<file path="src/rtl/wwvb_pkg.sv">
// WWVB symbol codes, keyed durations and encoder state type.
// Latency: n/a (constants only). Backpressure: n/a.
// Shared by wwvb_symbol_encoder and its bench-facing users.
package wwvb_pkg;

  localparam logic [1:0] SYM_ZERO    = 2'b00;
  localparam logic [1:0] SYM_ONE     = 2'b01;
  localparam logic [1:0] SYM_MARKER  = 2'b10;
  localparam logic [1:0] SYM_INVALID = 2'b11;

  localparam logic [9:0] DUR_ZERO_MS   = 10'd200;
  localparam logic [9:0] DUR_ONE_MS    = 10'd500;
  localparam logic [9:0] DUR_MARKER_MS = 10'd800;
  localparam logic [9:0] MS_LAST       = 10'd999;

  typedef enum logic {
    ST_IDLE = 1'b0,
    ST_RUN  = 1'b1
  } state_t;

  // Invalid code is keyed as a marker.
  function automatic logic [9:0] sym_dur_ms(input logic [1:0] sym);
    case (sym)
      SYM_ZERO: return DUR_ZERO_MS;
      SYM_ONE:  return DUR_ONE_MS;
      default:  return DUR_MARKER_MS;
    endcase
  endfunction

endpackage

</file>
<file path="src/rtl/wwvb_symbol_encoder_ms_tick_gen.sv">
// Millisecond prescaler: ms_tick pulses on the last of every PRE enabled cycles.
// Latency: tick is combinational from the registered prescale count.
// Backpressure: none; clr holds the count at 0, en gates counting.
module ms_tick_gen #(
  parameter int PRE = 48000
) (
  input  logic clk,
  input  logic rst,
  input  logic clr,
  input  logic en,
  output logic ms_tick
);

  localparam int PW = (PRE > 1) ? $clog2(PRE) : 1;
  localparam logic [PW-1:0] PRE_LAST = PW'(PRE - 1);

  logic [PW-1:0] pre_cnt;

  assign ms_tick = en && (pre_cnt == PRE_LAST);

  always_ff @(posedge clk) begin
    if (rst || clr) begin
      pre_cnt <= '0;
    end else if (en) begin
      pre_cnt <= ms_tick ? '0 : pre_cnt + 1'b1;
    end
  end

endmodule

</file>
<file path="src/rtl/wwvb_symbol_encoder.sv">
// WWVB keyer: zero/one/marker -> 200/500/800 ms reduced carrier per second (WWVB_UNDERRUN_MARKER_EN keys marker on underrun).
// Latency: accept in IDLE shows active/frame_start/out_low next cycle; every output registered.
// Backpressure: one holding slot; sym_ready low while full, returns the cycle after end of second.
module wwvb_symbol_encoder #(
  parameter int CLK_FREQ   = 48_000_000,
  parameter int UNDERRUN_W = 8
) (
  input  logic                  clk,
  input  logic                  rst,
  input  logic                  sym_valid,
  input  logic [1:0]            sym_data,
  output logic                  sym_ready,
  output logic                  out_low,
  output logic                  active,
  output logic                  frame_start,
  output logic                  sym_err,
  output logic [UNDERRUN_W-1:0] underrun_cnt
);
  import wwvb_pkg::*;

  localparam int PRE = CLK_FREQ / 1000;

  state_t     state, state_n;
  logic [9:0] ms_cnt, ms_cnt_n;
  logic [1:0] cur_sym, cur_sym_n;
  logic [1:0] slot_sym, slot_sym_n;
  logic       slot_full, slot_full_n;
  logic       ms_tick, accept, eos, underrun, frame_start_n;

  ms_tick_gen #(.PRE(PRE)) u_ms_tick (
    .clk     (clk),
    .rst     (rst),
    .clr     (state != ST_RUN),
    .en      (state == ST_RUN),
    .ms_tick (ms_tick)
  );

  assign accept = sym_valid && sym_ready;
  assign eos    = ms_tick && (ms_cnt == MS_LAST);

  always_comb begin
    state_n       = state;
    ms_cnt_n      = ms_cnt;
    cur_sym_n     = cur_sym;
    slot_sym_n    = slot_sym;
    slot_full_n   = slot_full;
    underrun      = 1'b0;
    frame_start_n = 1'b0;
    case (state)
      ST_IDLE: begin
        ms_cnt_n = '0;
        if (accept) begin
          cur_sym_n     = sym_data;
          state_n       = ST_RUN;
          frame_start_n = 1'b1;
        end
      end
      ST_RUN: begin
        if (ms_tick) ms_cnt_n = (ms_cnt == MS_LAST) ? '0 : ms_cnt + 1'b1;
        if (eos) begin
          frame_start_n = 1'b1;
          if (slot_full) begin
            cur_sym_n   = slot_sym;
            slot_full_n = 1'b0;
          end else if (accept) begin
            // Symbol arriving exactly at end of second skips the slot.
            cur_sym_n = sym_data;
          end else begin
            underrun = 1'b1;
`ifdef WWVB_UNDERRUN_MARKER_EN
            cur_sym_n = SYM_MARKER;
`else
            state_n       = ST_IDLE;
            frame_start_n = 1'b0;
`endif
          end
        end else if (accept) begin
          slot_sym_n  = sym_data;
          slot_full_n = 1'b1;
        end
      end
      default: state_n = ST_IDLE;
    endcase
  end

  always_ff @(posedge clk) begin
    if (rst) begin
      state        <= ST_IDLE;
      ms_cnt       <= '0;
      cur_sym      <= SYM_ZERO;
      slot_sym     <= SYM_ZERO;
      slot_full    <= 1'b0;
      out_low      <= 1'b0;
      active       <= 1'b0;
      frame_start  <= 1'b0;
      sym_ready    <= 1'b1;
      sym_err      <= 1'b0;
      underrun_cnt <= '0;
    end else begin
      state       <= state_n;
      ms_cnt      <= ms_cnt_n;
      cur_sym     <= cur_sym_n;
      slot_sym    <= slot_sym_n;
      slot_full   <= slot_full_n;
      // Outputs are computed from next-state so they line up with the counters.
      out_low     <= (state_n == ST_RUN) && (ms_cnt_n < sym_dur_ms(cur_sym_n));
      active      <= (state_n == ST_RUN);
      frame_start <= frame_start_n;
      sym_ready   <= (state_n == ST_IDLE) || !slot_full_n;
      if (accept && (sym_data == SYM_INVALID)) sym_err <= 1'b1;
      if (underrun && (underrun_cnt != '1)) underrun_cnt <= underrun_cnt + 1'b1;
    end
  end

endmodule
</file>
<file path="config.mk">
export PLATFORM = sky130hd
export DESIGN_NAME = wwvb_symbol_encoder
export DESIGN_NICKNAME = d
export VERILOG_FILES = /design/src/rtl/wwvb_pkg.sv /design/src/rtl/wwvb_symbol_encoder_ms_tick_gen.sv /design/src/rtl/wwvb_symbol_encoder.sv
export SDC_FILE = /design/constraint.sdc
export NUM_CORES = 1
export LEC_CHECK = 0
export ABC_AREA = 0
export BUFFER_PORTS_ARGS = -buffer_cell sky130_fd_sc_hd__buf_2
export CORE_MARGIN = 2
export CORE_UTILIZATION = 40
export DETAILED_ROUTE_END_ITERATION = 8
export GPL_ROUTABILITY_DRIVEN = 0
export PLACE_DENSITY = 0.61
export SETUP_SLACK_MARGIN = 0.05
export SLEW_MARGIN = 30
export SYNTH_ARGS = -nofsm -noshare
export SYNTH_HDL_FRONTEND = slang
export SYNTH_SLANG_ARGS = --single-unit
</file>
<file path="constraint.sdc">
create_clock -name clk -period 3.6 [get_ports clk]
set_clock_uncertainty 0.2 [all_clocks]
set_input_delay 0.72 -clock clk [delete_from_list [all_inputs] [get_ports clk]]
set_output_delay 0.72 -clock clk [all_outputs]
set_load 0.03 [all_outputs]
</file>
# Yosys cells after proc, flatten, opt, wreduce, memory -nomap -nowiden
# Index checks and enable logic that the tools add are counted.
# word_totals
memories	0
ff_bits	44
word_cells	57
mem_bits_rw	0
inputBits	5
out_inout_bits	13
latchBits	0
rom_bits	0
# op_classes
n_addsub	3
order_cmp	1
n_reduce_logical	11
mul	0
eq_ne	5
shifts	0
n_div	0
muxes	23
n_bitwise	3
# op_table
op	count
$pmux W10 S2	2
$mux W10	3
$add A16 B1 Y16 const B	1
$eq A16 B16 Y1 const B	1
$mux W16	1
$mux W1	11
$add A10 B1 Y10 const B	1
$eq A10 B10 Y1 const B	1
$lt A10 B10 Y1	1
$add A8 B1 Y8 const B	1
$ne A8 B8 Y1 const B	1
$logic_and A1 B1 Y1	6
$mux W2	3
$pmux W1 S2	2
$pmux W2 S2	1
$not A1 Y1	3
$reduce_and A3 Y1	1
$eq A2 B1 Y1 const B	1
$eq A2 B2 Y1 const B	1
$logic_not A2 Y1	1
$logic_or A1 B1 Y1	2
$logic_not A1 Y1	1

# Depth between registers and ports, before layout
# Gate-level depths: netlist (run 1).
# depth
depth_word	10
ltp_mapped	14

# Modules after synthesis
# Synthesis (run 1) repeated with hierarchy kept, for this count alone.
# hier_totals
cells_unflattened	262
area_unflattened_um2	2327.2
# modules_own_cells
module	n_inst	area_per_inst_um2	seq_area_each_um2	cells_per_inst
wwvb_symbol_encoder	1	1501.4	560.5	169
ms_tick_gen	1	825.8	320.3	93

# Worst setup path before layout (run 1)
# No wires, ideal clock.
# synth_timing
path_type	in2reg
start	input port sym_valid
end	register out_low
t_arrival_ns	3.007
n_path_buf	1
required_ns	3.326
setup_time_ns	0.074
path_slack_ns	0.319
path_stages	13
cell_sequence	and2_1 clkbuf_1 mux2i_1 o21ai_0 o21ai_0 inv_1 ha_1 a21o_1 a21oi_1 nor2b_1 a2111oi_0 o21ai_0 a31oi_1
# synth_between
elab_chain_cells	10
elab_cells_between_ends	15
# synth_rtl
item	line_no	text
start, declared	wwvb_symbol_encoder.sv:10	input logic sym_valid,
$logic_and A1 B1 Y1 (*)	wwvb_symbol_encoder.sv:38	assign accept = sym_valid && sym_ready;
$mux W2	wwvb_symbol_encoder.sv:52, wwvb_symbol_encoder.sv:65	
$mux W2	wwvb_symbol_encoder.sv:62	if (slot_full) begin
$mux W2	wwvb_symbol_encoder.sv:60	if (eos) begin
$pmux W2 S2	wwvb_symbol_encoder.sv:49	case (state)
$eq A2 B1 Y1 or $logic_not A2 Y1 (tied branches)	wwvb_pkg.sv:23	case (sym)
$pmux W10 S2	wwvb_pkg.sv:23	
$mux W10	wwvb_symbol_encoder.sv:87	if (rst) begin
$lt A10 B10 Y1	wwvb_symbol_encoder.sv:106	out_low <= (state_n == ST_RUN) && (ms_cnt_n < sym_dur_ms(cur_sym_n));
$logic_and A1 B1 Y1 (*)	wwvb_symbol_encoder.sv:106	
end signal, assigned	wwvb_symbol_encoder.sv:106	
end, declared	wwvb_symbol_encoder.sv:13	output logic out_low,
# Every way passes the cells marked *; elsewhere a longest branch is shown, timed or not. The select of a mux whose other input is x is not followed.
# A chain may end at the register's enable or synchronous reset.

# Worst setup path after layout (run 1)
# layout_timing
start	register ms_cnt[0]
end	register out_low
# layout_between
elab_chain_cells	9
elab_cells_between_ends	16
# layout_rtl
item	line_no	text
start, declared	wwvb_symbol_encoder.sv:24	logic [9:0] ms_cnt, ms_cnt_n;
start signal, assigned	wwvb_symbol_encoder.sv:101	ms_cnt <= ms_cnt_n;
$eq A10 B10 Y1	wwvb_symbol_encoder.sv:39, wwvb_symbol_encoder.sv:59	
$logic_and A1 B1 Y1	wwvb_symbol_encoder.sv:39	assign eos = ms_tick && (ms_cnt == MS_LAST);
$mux W2	wwvb_symbol_encoder.sv:60	
$pmux W2 S2	wwvb_symbol_encoder.sv:49	
$eq A2 B1 Y1 or $logic_not A2 Y1 (tied branches)	wwvb_pkg.sv:23	
$pmux W10 S2	wwvb_pkg.sv:23	
$mux W10	wwvb_symbol_encoder.sv:87	
$lt A10 B10 Y1	wwvb_symbol_encoder.sv:106	
$logic_and A1 B1 Y1 (*)	wwvb_symbol_encoder.sv:106	
# Marked as above.

==> metrics, run 1 <==
FF+latch count, synth=44; most frequent cells in the layout=nor2_1 (47), dfxtp_1 (44), nand2_1 (24), buf_2 (17), xnor2_1 (16); # Post-CTS Setup Buffers=0; die area=~6200 sq um; layout cells sized above 1=roughly 14%; CTS H-tree lvls=2; initial antenna violation count=0; fraction of the mapped netlist area in adder cells=between 5 and 6%; Post-Syn Instances=267; wire per inst=about 12 um; clock root cell=clkbuf_8; cts hold-fix bufs=0; Seq/Total Area, Yosys=39.51%; largest net degree at the start of global routing=20; Top Ports=18; clk_lat worst skew=0.29 ns; met2 WL=1999 um; WL met3=119 um; reg-to-reg slack, setup=0.33 ns; final critical-path required period=around 3.3 ns; Stages on worst setup path=11; main combinational cell family by area after synthesis=simple AND/OR/NAND/NOR gates; vias post-DR=around 1.8k; Slew @ Worst Pin=0.4279 ns; multiplexer area fraction after synthesis=3.816%; CP Data Arrival Time=3.29 ns; clock sink total=44; Final setup viols=0; Post-synth EDFFs=0; clk slew on worst S/H paths=about 0.080 ns; Worst setup startpoint=ms_cnt[0]$_SDFFE_PP0N_; CP Capture Type=register; Worst Path Max Fanout=9; Synth Cell Area=~2200 sq um; asr flop ratio synth=0%; FP Rows=27; die width=78.66 um; maximum root-to-sink buffer count=2; fill cell count=550; worst hold path type=reg2reg; cts bufs inserted=5; post-synthesis simple-gate area fraction=between 20% and 30%; Synth Area in Compound Gates=8.642%; Max Slew Vio Count=0; CORE AREA=5439 sq um; pwr dens=351.6 nW/um^2; Final nets=300; Worst path most repeated cell=ha_1; most common cell after layout, fill and taps aside=nor2_1; CTS tree=built; Area Overhead vs Synth=12.23%; data required time at the worst endpoint=3.62 ns; post-synth cell types=between 40 and 50; RSZ-0062 raised after global routing=no; Synth Warn #=0; outcome=finished, final reports clean; HPWL after detailed placement=about 3200 um; Max-Cap Viols=0; Synth Area per Inst=8.351 sq um; Layout Utilization=46.01%; CP cell instances=ha_1 > nand2_1 > nor4_4 > nand3_2 > o21ai_1 > and2_2 > ha_1 > a211o_1 > a2111oi_0 > o21ai_0 > a31oi_1; Max stage delay cell, worst path=dfxtp_1; fin crit share=90.92%; r2r worst-path depth=11; Crit path buffers/inverters=0; crit-path max cell delay=0.37 ns; total power=approximately 900 uW; leakage=0.0009514 uW; dpl ws=-0.01327 ns; Die Ht=78.66 um; endpoints failing hold=0; crit start category=register; Slew headroom=between 70% and 80%; Top delay family on crit path=compound AO/OA/AOI/OAI gates; xor and xnor area share after synthesis=10.21%; setup ws final=0.3268 ns; port buffer count=17; RR Endpoint=out_low$_SDFF_PP0_; M1 WL=2264 um; FF-to-FF Start=ms_cnt[0]$_SDFFE_PP0N_; Overflow after GRT=0; Syn Nets=about 280; Crit Path Category=reg2reg; Peak Freq=305.5 MHz; first-iteration detailed-routing DRC count=47; Routed Wire Length=4403 um; total track usage=15.09%; Max Used Layer=met4; Max VDD drop=about 0.00024 V; diode count=0; Starting Density=between 40% and 50%; drt pass-1 iters=4; Critical Path End=out_low$_SDFF_PP0_; prevailing post-synth register cell=dfxtp_1; vias per cell=5.073; vias in the first global route=1,661; DRC viols=0; first-pass GRT wire length=approximately 7500 um; Final ANT Viol Nets=0
[metrics by stage]
step                      hold WS (ns)  instances  TNS [ns]  instance area, sq um
after floorplan                 0.2299        267         0                  2230
after global placement          0.2426        350         0                  2389
after detailed placement        0.2575        350  -0.01327                  2389
after CTS                       0.2777        357         0                  2470
after global routing            0.2966        357         0                  2502
final                           0.2717        357         0                  2502
[flip-flops by register name, indices dropped and copies added (netlist names)]
signal	count
underrun_cnt	8
state	1
slot_sym	2
ms_cnt	10
out_low	1
cur_sym	2
frame_start	1
sym_ready	1
slot_full	1
sym_err	1
u_ms_tick.pre_cnt	16
[power by group]
part / leakage [uW] / switching (uW) / internal (uW)
combinational: 0.000555 / 49.5 / 29.5
sequential: 0.000356 / 6.23 / 494
clock: 0.0000400 / 169 / 132
total: 0.000951 / 224 / 655
[per-layer routing]
| layer | track usage [%] | up-vias |
|---|---|---|
| met4 | 3.684 | 0 |
| li1 | - | 950 |
| met5 | 0 | - |
| met2 | 23.93 | 21 |
| met1 | 20.80 | 838 |
| met3 | 3.448 | 2 |
[final cells by class]
cell class / instances / area (sq um) / share of cell area (%)
clock buffer: 5 / 68.82 / 2.750
multi-input combinational: 204 / 1305 / 52.15
timing repair buffer: 20 / 107.6 / 4.300
inverter: 10 / 37.54 / 1.500
sequential: 44 / 880.8 / 35.20
tap: 72 / 90.09 / 3.600
clock inverter: 2 / 12.51 / 0.5000
[kinds of logic after synthesis]
family	Yosys count
DFF	44
xor gates and xnor gates	26
AOI/OAI and AO/OA	31
adders and majority gates	10
muxes	8
buffers and inverters	19
and+or+nand+nor	129
[worst reg2reg max path: cells and delay by family, from the launching register on]
kind | cells | cell delay, ns
flip-flops | 1 | 0.37
AND/OR/NAND/NOR | 4 | 0.98
AO/OA/AOI/OAI | 5 | 1.24
adder cells (fa/ha/maj) | 2 | 0.42
[repair_timing]
action                     in CTS  in global routing
hold endpoints to repair        0                  0
setup endpoints to repair       1                  1
resized for setup               1                  7
[cell usage after synthesis, drive strengths merged, types with 4 or more instances]
master | n | area share, %
mux2i | 7 | 3.1
xnor2 | 16 | 6.3
ha | 10 | 5.6
and3 | 4 | 1.1
dfxtp | 44 | 40
nor3 | 9 | 2.5
inv | 10 | 1.7
o21ai | 10 | 2.2
a21oi | 8 | 1.8
nor2 | 48 | 8.2
nand4 | 6 | 2.0
nand3 | 14 | 3.4
and2 | 4 | 1.2
xor2 | 10 | 3.9
nand2 | 25 | 4.2
clkbuf | 7 | 1.2
[worst min-delay path by stage]
stage | to | cells past startpoint | slack (ns) | startpoint
2_1_floorplan | u_ms_tick.pre_cnt[0]$_SDFFE_PP0P_ | 1 | 0.23 | u_ms_tick.pre_cnt[0]$_SDFFE_PP0P_
3_3_place_gp | u_ms_tick.pre_cnt[0]$_SDFFE_PP0P_ | 1 | 0.24 | u_ms_tick.pre_cnt[0]$_SDFFE_PP0P_
3_5_place_dp | u_ms_tick.pre_cnt[0]$_SDFFE_PP0P_ | 1 | 0.26 | u_ms_tick.pre_cnt[0]$_SDFFE_PP0P_
4_1_cts | u_ms_tick.pre_cnt[0]$_SDFFE_PP0P_ | 1 | 0.28 | u_ms_tick.pre_cnt[0]$_SDFFE_PP0P_
5_1_grt | u_ms_tick.pre_cnt[0]$_SDFFE_PP0P_ | 1 | 0.30 | u_ms_tick.pre_cnt[0]$_SDFFE_PP0P_
6_report | u_ms_tick.pre_cnt[0]$_SDFFE_PP0P_ | 1 | 0.27 | u_ms_tick.pre_cnt[0]$_SDFFE_PP0P_
Power figures use the tool's default switching activity.
==> run 2: changes to the inputs <==
Clock period 3.6 ns to 3.2 ns, I/O delays scaled along.
==> run 2 against run 1 <==
  * Routed wire length is 0.34% higher
  * Sequential cell count stayed put
  * Hold slack better by 0.0071 ns
  * Core utilization is 4.1 points higher
  * Register-to-register slack worse by 0.07 ns
  * Non-clock buffer count is 20 higher
  * Via count is 4.7% higher
==> metrics, run 2 (same netlist as run 1, synthesis figures left out) <==
outcome=finished, final reports clean; Max-Cap Viols=0 (unchanged); Slew @ Worst Pin=0.3953 ns (-0.03265 ns); Design Area, Final=2728 sq um (+9.0%); setup ws final=0.2612 ns (-0.06557 ns); Layout Utilization=50.15% (+4.1 points); Most flops, register=u_ms_tick.pre_cnt; Crit Path Category=reg2reg; CORE AREA=5439 sq um (unchanged); first-iteration detailed-routing DRC count=59 (+26%); leakage=0.001093 uW (+15%); Max stage delay cell, worst path=dfxtp_1; most frequent cells in the layout=nor2_1 (46), dfxtp_1 (43), nand2_1 (23), buf_4 (22), buf_2 (17); DRC viols=0 (unchanged); biggest regs=u_ms_tick.pre_cnt x16, ms_cnt x10, underrun_cnt x8; Area Overhead vs Synth=22.33%; layout cells sized above 1=21.90% (+7.9 points); Cell Int Power=829.0 uW (+26%); final hold slack=0.2788 ns (+0.007129 ns); Die Ht=78.66 um (unchanged); wire per inst=11.69 um (-5.2%); Final nets=320 (+6.7%); cts hold-fix bufs=0 (unchanged); CP Data Arrival Time=2.97 ns (-0.32 ns); Overflow after GRT=0 (unchanged); fin crit share=91.84% (+0.91 points); cts bufs inserted=5 (unchanged); placed inst area=2524 sq um (+5.7%); drt pass-1 iters=4 (unchanged); Psw=263.8 uW (+18%); die area=6187 sq um (unchanged); largest net degree at the start of global routing=20 (unchanged); FP Rows=27 (unchanged); Comb power frac=8.6% (-0.4 points); first-pass GRT wire length=7507 um (-0.27%); Final ANT Viol Nets=0 (unchanged); worst hold path type=reg2reg; crit start category=register; vias per cell=5.016 (-1.1%); CP cell instances=nand4bb_4 > nor3_4 > buf_6 > nand3_4 > o21ai_2 > inv_1 > ha_1 > a21o_1 > a21oi_1 > nor2b_1 > a2111oi_2 > o21ai_1 > a31oi_1; RSZ-0062 raised after global routing=no; crit-path max cell delay=0.33 ns (-0.04 ns); Max Slew Vio Count=0 (unchanged); clock sink total=44 (unchanged); dpl ws=0.008772 ns (+0.02204 ns); initial antenna violation count=0 (unchanged); die width=78.66 um (unchanged); sw frac=24.14% (-1.4 points); maximum root-to-sink buffer count=2 (unchanged); CP Capture Type=register; final critical-path required period=2.939 ns (-0.3344 ns); Starting Density=40.99% (unchanged); Slew headroom=73.41% (+2.2 points); Routed Wire Length=4418 um (+0.34%); clk slew on worst S/H paths=0.09 ns (about the same); Worst Path Max Fanout=8 (-1); clk_lat worst skew=0.29 ns (about the same); max reg flops=16 (unchanged); HPWL after detailed placement=3187 um (-1.2%); data required time at the worst endpoint=3.23 ns (-0.39 ns); clock root cell=clkbuf_8; power share of the sequential group=51.5% (-5.4 points); most common cell after layout, fill and taps aside=nor2_1; Final setup viols=0 (unchanged); vias post-DR=1,896 (+4.7%); vias in the first global route=1,688 (+1.6%); Top Ports=18 (unchanged); diode count=0 (unchanged); final setup TNS=0 ns (unchanged); port buffer count=17 (unchanged); Max VDD drop=0.0002165 V (-9.4%); CTS H-tree lvls=2 (unchanged); clock power share=39.9% (+5.8 points); endpoints failing hold=0 (unchanged); total track usage=15.11% (+0.019 points); Peak Freq=340.3 MHz (+11%); pwr dens=400.6 nW/um^2 (+14%); CTS tree=built
## run 2: cell types whose count changed in the layout (fill, tap and decap cells not counted), sizes merged
| cell | before | now |
|---|---|---|
| clkinvlp | 1 | 0 |
| bufinv | 0 | 1 |
| buf | 20 | 40 |
| clkinv | 1 | 2 |
## run 2: critical path, delay by kind of cell, from the launching register on
kind	cells	cell delay, ns
buffers and inverters	2	0.26
DFF	1	0.33
AOI/OAI and AO/OA	6	1.08
adders and majority gates	1	0.29
and+or+nand+nor	4	0.70
## run 2: power groups by stage
stage / logic, uW / clock network (uW) / registers, uW
3_5_place_dp: 92.5 / 0 / 576
4_1_cts: 93.6 / 449 / 563
5_1_grt: 105 / 474 / 565
3_3_place_gp: 91.2 / 0 / 575
6_report: 93.9 / 436 / 563
2_1_floorplan: 58.9 / 0 / 582
## run 2: repair_timing
action,in CTS,in global routing
endpoints found under the setup margin,1,1
setup buffers,0,2
resized for setup,1,15
pin swaps,0,5
## run 2: layout make-up
cell class | instances | area [sq um]
inverters | 10 | 37.54
fillers | 527 | 2711
multi-input cells | 204 | 1340
clock inverters | 3 | 47.55
flip-flops and latches | 44 | 882.1
repair buffers | 40 | 261.5
well taps | 72 | 90.09
clock buffers | 5 | 68.82
## run 2: per-stage QoR
| stage | cells | power, uW |
|---|---|---|
| final | 378 | 1093 |
| after global routing | 378 | 1144 |
| after CTS | 376 | 1106 |
| after detailed placement | 368 | 668.0 |
| after global placement | 368 | 666.7 |
| after floorplan | 267 | 640.8 |
## run 2: path summary, 6_finish.rpt
check / slack, ns / cells past startpoint / start / to
worst min register to register: 0.28 / 2 / ms_cnt[1]$_SDFFE_PP0N_ / ms_cnt[1]$_SDFFE_PP0N_
worst max register to register: 0.26 / 13 / u_ms_tick.pre_cnt[14]$_SDFFE_PP0P_ / out_low$_SDFF_PP0_
worst max-delay path: 0.26 / 13 / u_ms_tick.pre_cnt[14]$_SDFFE_PP0P_ / out_low$_SDFF_PP0_
worst min-delay path: 0.28 / 2 / ms_cnt[1]$_SDFFE_PP0N_ / ms_cnt[1]$_SDFFE_PP0N_
## run 2: layer usage
layer | wire length, um | vias to the layer above | track usage (%) | share of wire (%)
met5 | 0 | - | 0 | 0
met4 | 51 | 0 | 5.439 | 1.2
met3 | 123 | 4 | 3.448 | 2.8
met2 | 1927 | 26 | 21.88 | 44
met1 | 2316 | 876 | 21.83 | 52
li1 | - | 990 | - | -
==> run 3: changes to the inputs <==
Settings changed: RECOVER_POWER set to 25.
==> run 3 against run 2 <==
  * Core utilization down 0.44 points
  * Critical path type unchanged
  * Register-to-register slack barely moved
  * First-iteration DRC count down 10%
  * Design area down 0.87%
  * Via count is essentially flat
  * Sequential share of layout area increased by 0.28 points
  * Global-route usage unchanged
==> metrics, run 3 (same netlist as run 1, synthesis figures left out) <==
CP Capture Type=register; Peak Freq=339.9 MHz (-0.11%); clock root cell=clkbuf_8; clk_lat worst skew=0.29 ns (about the same); Final nets=320 (unchanged); final hold slack=0.2788 ns (-0.00008700 ns); die width=78.66 um (unchanged); most frequent cells in the layout=nor2_1 (47), dfxtp_1 (43), nand2_1 (23), buf_4 (20), xnor2_1 (16); HP Start=ms_cnt[1]$_SDFFE_PP0N_; HPWL after detailed placement=3187 um (unchanged); max reg flops=16 (unchanged); largest net degree at the start of global routing=20 (unchanged); Area Overhead vs Synth=21.27%; drt pass-1 iters=4 (unchanged); wire per inst=11.67 um (-0.14%); Slew headroom=73.28% (-0.12 points); total track usage=15.11% (unchanged); DP Cell Count=368 (unchanged); CTS H-tree lvls=2 (unchanged); pwr dens=403.6 nW/um^2 (+0.73%); endpoints failing hold=0 (unchanged); Stages on worst setup path=14 (+1); clk slew on worst S/H paths=0.09 ns (about the same); Final ANT Viol Nets=0 (unchanged); r2r worst-path depth=14 (+1); total power=1091 uW (-0.15%); outcome=finished, final reports clean; CORE AREA=5439 sq um (unchanged); Max stage delay cell, worst path=dfxtp_1; port buffer count=17 (unchanged); diode count=0 (unchanged); CTS tree=built; Overflow after GRT=0 (unchanged); fin crit share=91.93% (+0.097 points); Max VDD drop=0.0002170 V (+0.24%); worst hold path type=reg2reg; final non-filler cell total=378 (unchanged); hold depth=2 (unchanged); vias in the first global route=1,688 (unchanged); hold endpoint=ms_cnt[1]$_SDFFE_PP0N_; Starting Density=40.99% (unchanged); Max Slew Vio Count=0 (unchanged); first-iteration detailed-routing DRC count=53 (-10%); leakage=0.001041 uW (-4.7%); crit start category=register; cts bufs inserted=5 (unchanged); RR Endpoint=out_low$_SDFF_PP0_; most common cell after layout, fill and taps aside=nor2_1; initial antenna violation count=0 (unchanged); CP Data Arrival Time=2.97 ns (about the same); first-pass GRT wire length=7507 um (unchanged); FP Rows=27 (unchanged); maximum root-to-sink buffer count=2 (unchanged); Crit Path Category=reg2reg; final critical-path required period=2.942 ns (+0.003111 ns); FF-to-FF Start=u_ms_tick.pre_cnt[1]$_SDFFE_PP0P_; DRC viols=0 (unchanged); Final setup viols=0 (unchanged); Worst Path Max Fanout=4 (-4); crit-path max cell delay=0.37 ns (+0.04 ns); CP cell instances=ha_1 > nand2_1 > nor2_1 > buf_4 > nand2_2 > nor4_4 > xnor2_1 > nor2_1 > ha_1 > a21oi_1 > nor2b_1 > a2111oi_2 > o21ai_1 > a31oi_1; Max-Cap Viols=0 (unchanged); Crit path buffers/inverters=1 (-1); vias per cell=5.019 (about the same); reg-to-reg slack, setup=0.26 ns (about the same); clock sink total=44 (unchanged); Top Ports=18 (unchanged); Layout Utilization=49.71% (-0.44 points); biggest regs=u_ms_tick.pre_cnt x16, ms_cnt x10, underrun_cnt x8; Routed Wire Length=4412 um (-0.14%); vias post-DR=1,897 (+0.053%); Most flops, register=u_ms_tick.pre_cnt; Die Ht=78.66 um (unchanged); data required time at the worst endpoint=3.23 ns (about the same); Slew @ Worst Pin=0.3971 ns (+0.001835 ns); layout cells sized above 1=17.32% (-4.6 points); Top delay family on crit path=simple AND/OR/NAND/NOR gates; die area=6187 sq um (unchanged)
[run 3: repair_timing]
| action | in CTS | in global routing |
|---|---|---|
| setup buffers | 0 | 2 |
| pin swaps | 0 | 5 |
| gates resized for setup | 1 | 15 |
| hold buffers | 0 | 0 |
| endpoints found under the setup margin | 1 | 1 |
| endpoints found under the hold margin | 0 | 0 |
[run 3: per-layer routing]
layer  routed length, um  global-route usage, %
met5                   0                      0
met4                  51                  5.439
met3                 104                  3.448
met2                1981                  21.88
met1                2275                  21.83
[run 3: cell type report]
class,count,area [sq um]
multi-input combinational,204,1338
fill,538,2735
timing repair buffer,40,240.2
clock buffer,5,68.82
tap,72,90.09
clock inverter,3,47.55
inverter,10,37.54
sequential,44,882.1
[run 3: worst max-delay path by stage]
stage                                      start                  to  slack (ns)
2_1_floorplan                   state$_SDFF_PP0_  out_low$_SDFF_PP0_        0.09
3_3_place_gp                           sym_valid  out_low$_SDFF_PP0_        0.13
3_5_place_dp              ms_cnt[0]$_SDFFE_PP0N_  out_low$_SDFF_PP0_       0.009
4_1_cts                   ms_cnt[0]$_SDFFE_PP0N_  out_low$_SDFF_PP0_        0.05
5_1_grt        u_ms_tick.pre_cnt[1]$_SDFFE_PP0P_  out_low$_SDFF_PP0_     -0.0009
6_report       u_ms_tick.pre_cnt[1]$_SDFFE_PP0P_  out_low$_SDFF_PP0_        0.26
[run 3: stage by stage]
step	setup TNS (ns)	setup slack, ns	cell area, sq um
4_1_cts	0	0.05201	2644
3_5_place_dp	0	0.008772	2524
3_3_place_gp	0	0.1253	2524
6_report	0	0.2581	2704
5_1_grt	-0.0009288	-0.0009288	2704
2_1_floorplan	0	0.08836	2230
[run 3: worst register-to-register path: cells and delay by family, from the launching register on]
family	cells	cell delay (ns)
buffers and inverters	1	0.16
AND/OR/NAND/NOR	6	0.78
adder cells (fa/ha/maj)	2	0.50
flip-flops	1	0.37
AO/OA/AOI/OAI	4	0.71
XOR/XNOR	1	0.17
[run 3: power breakdown]
part           leakage (uW)  switching [uW]  internal (uW)  total, uW
registers          0.000357            6.74            556        563
clock network     0.0000583             201            235        436
logic              0.000626            56.3           35.8       92.0
total               0.00104             264            827       1090
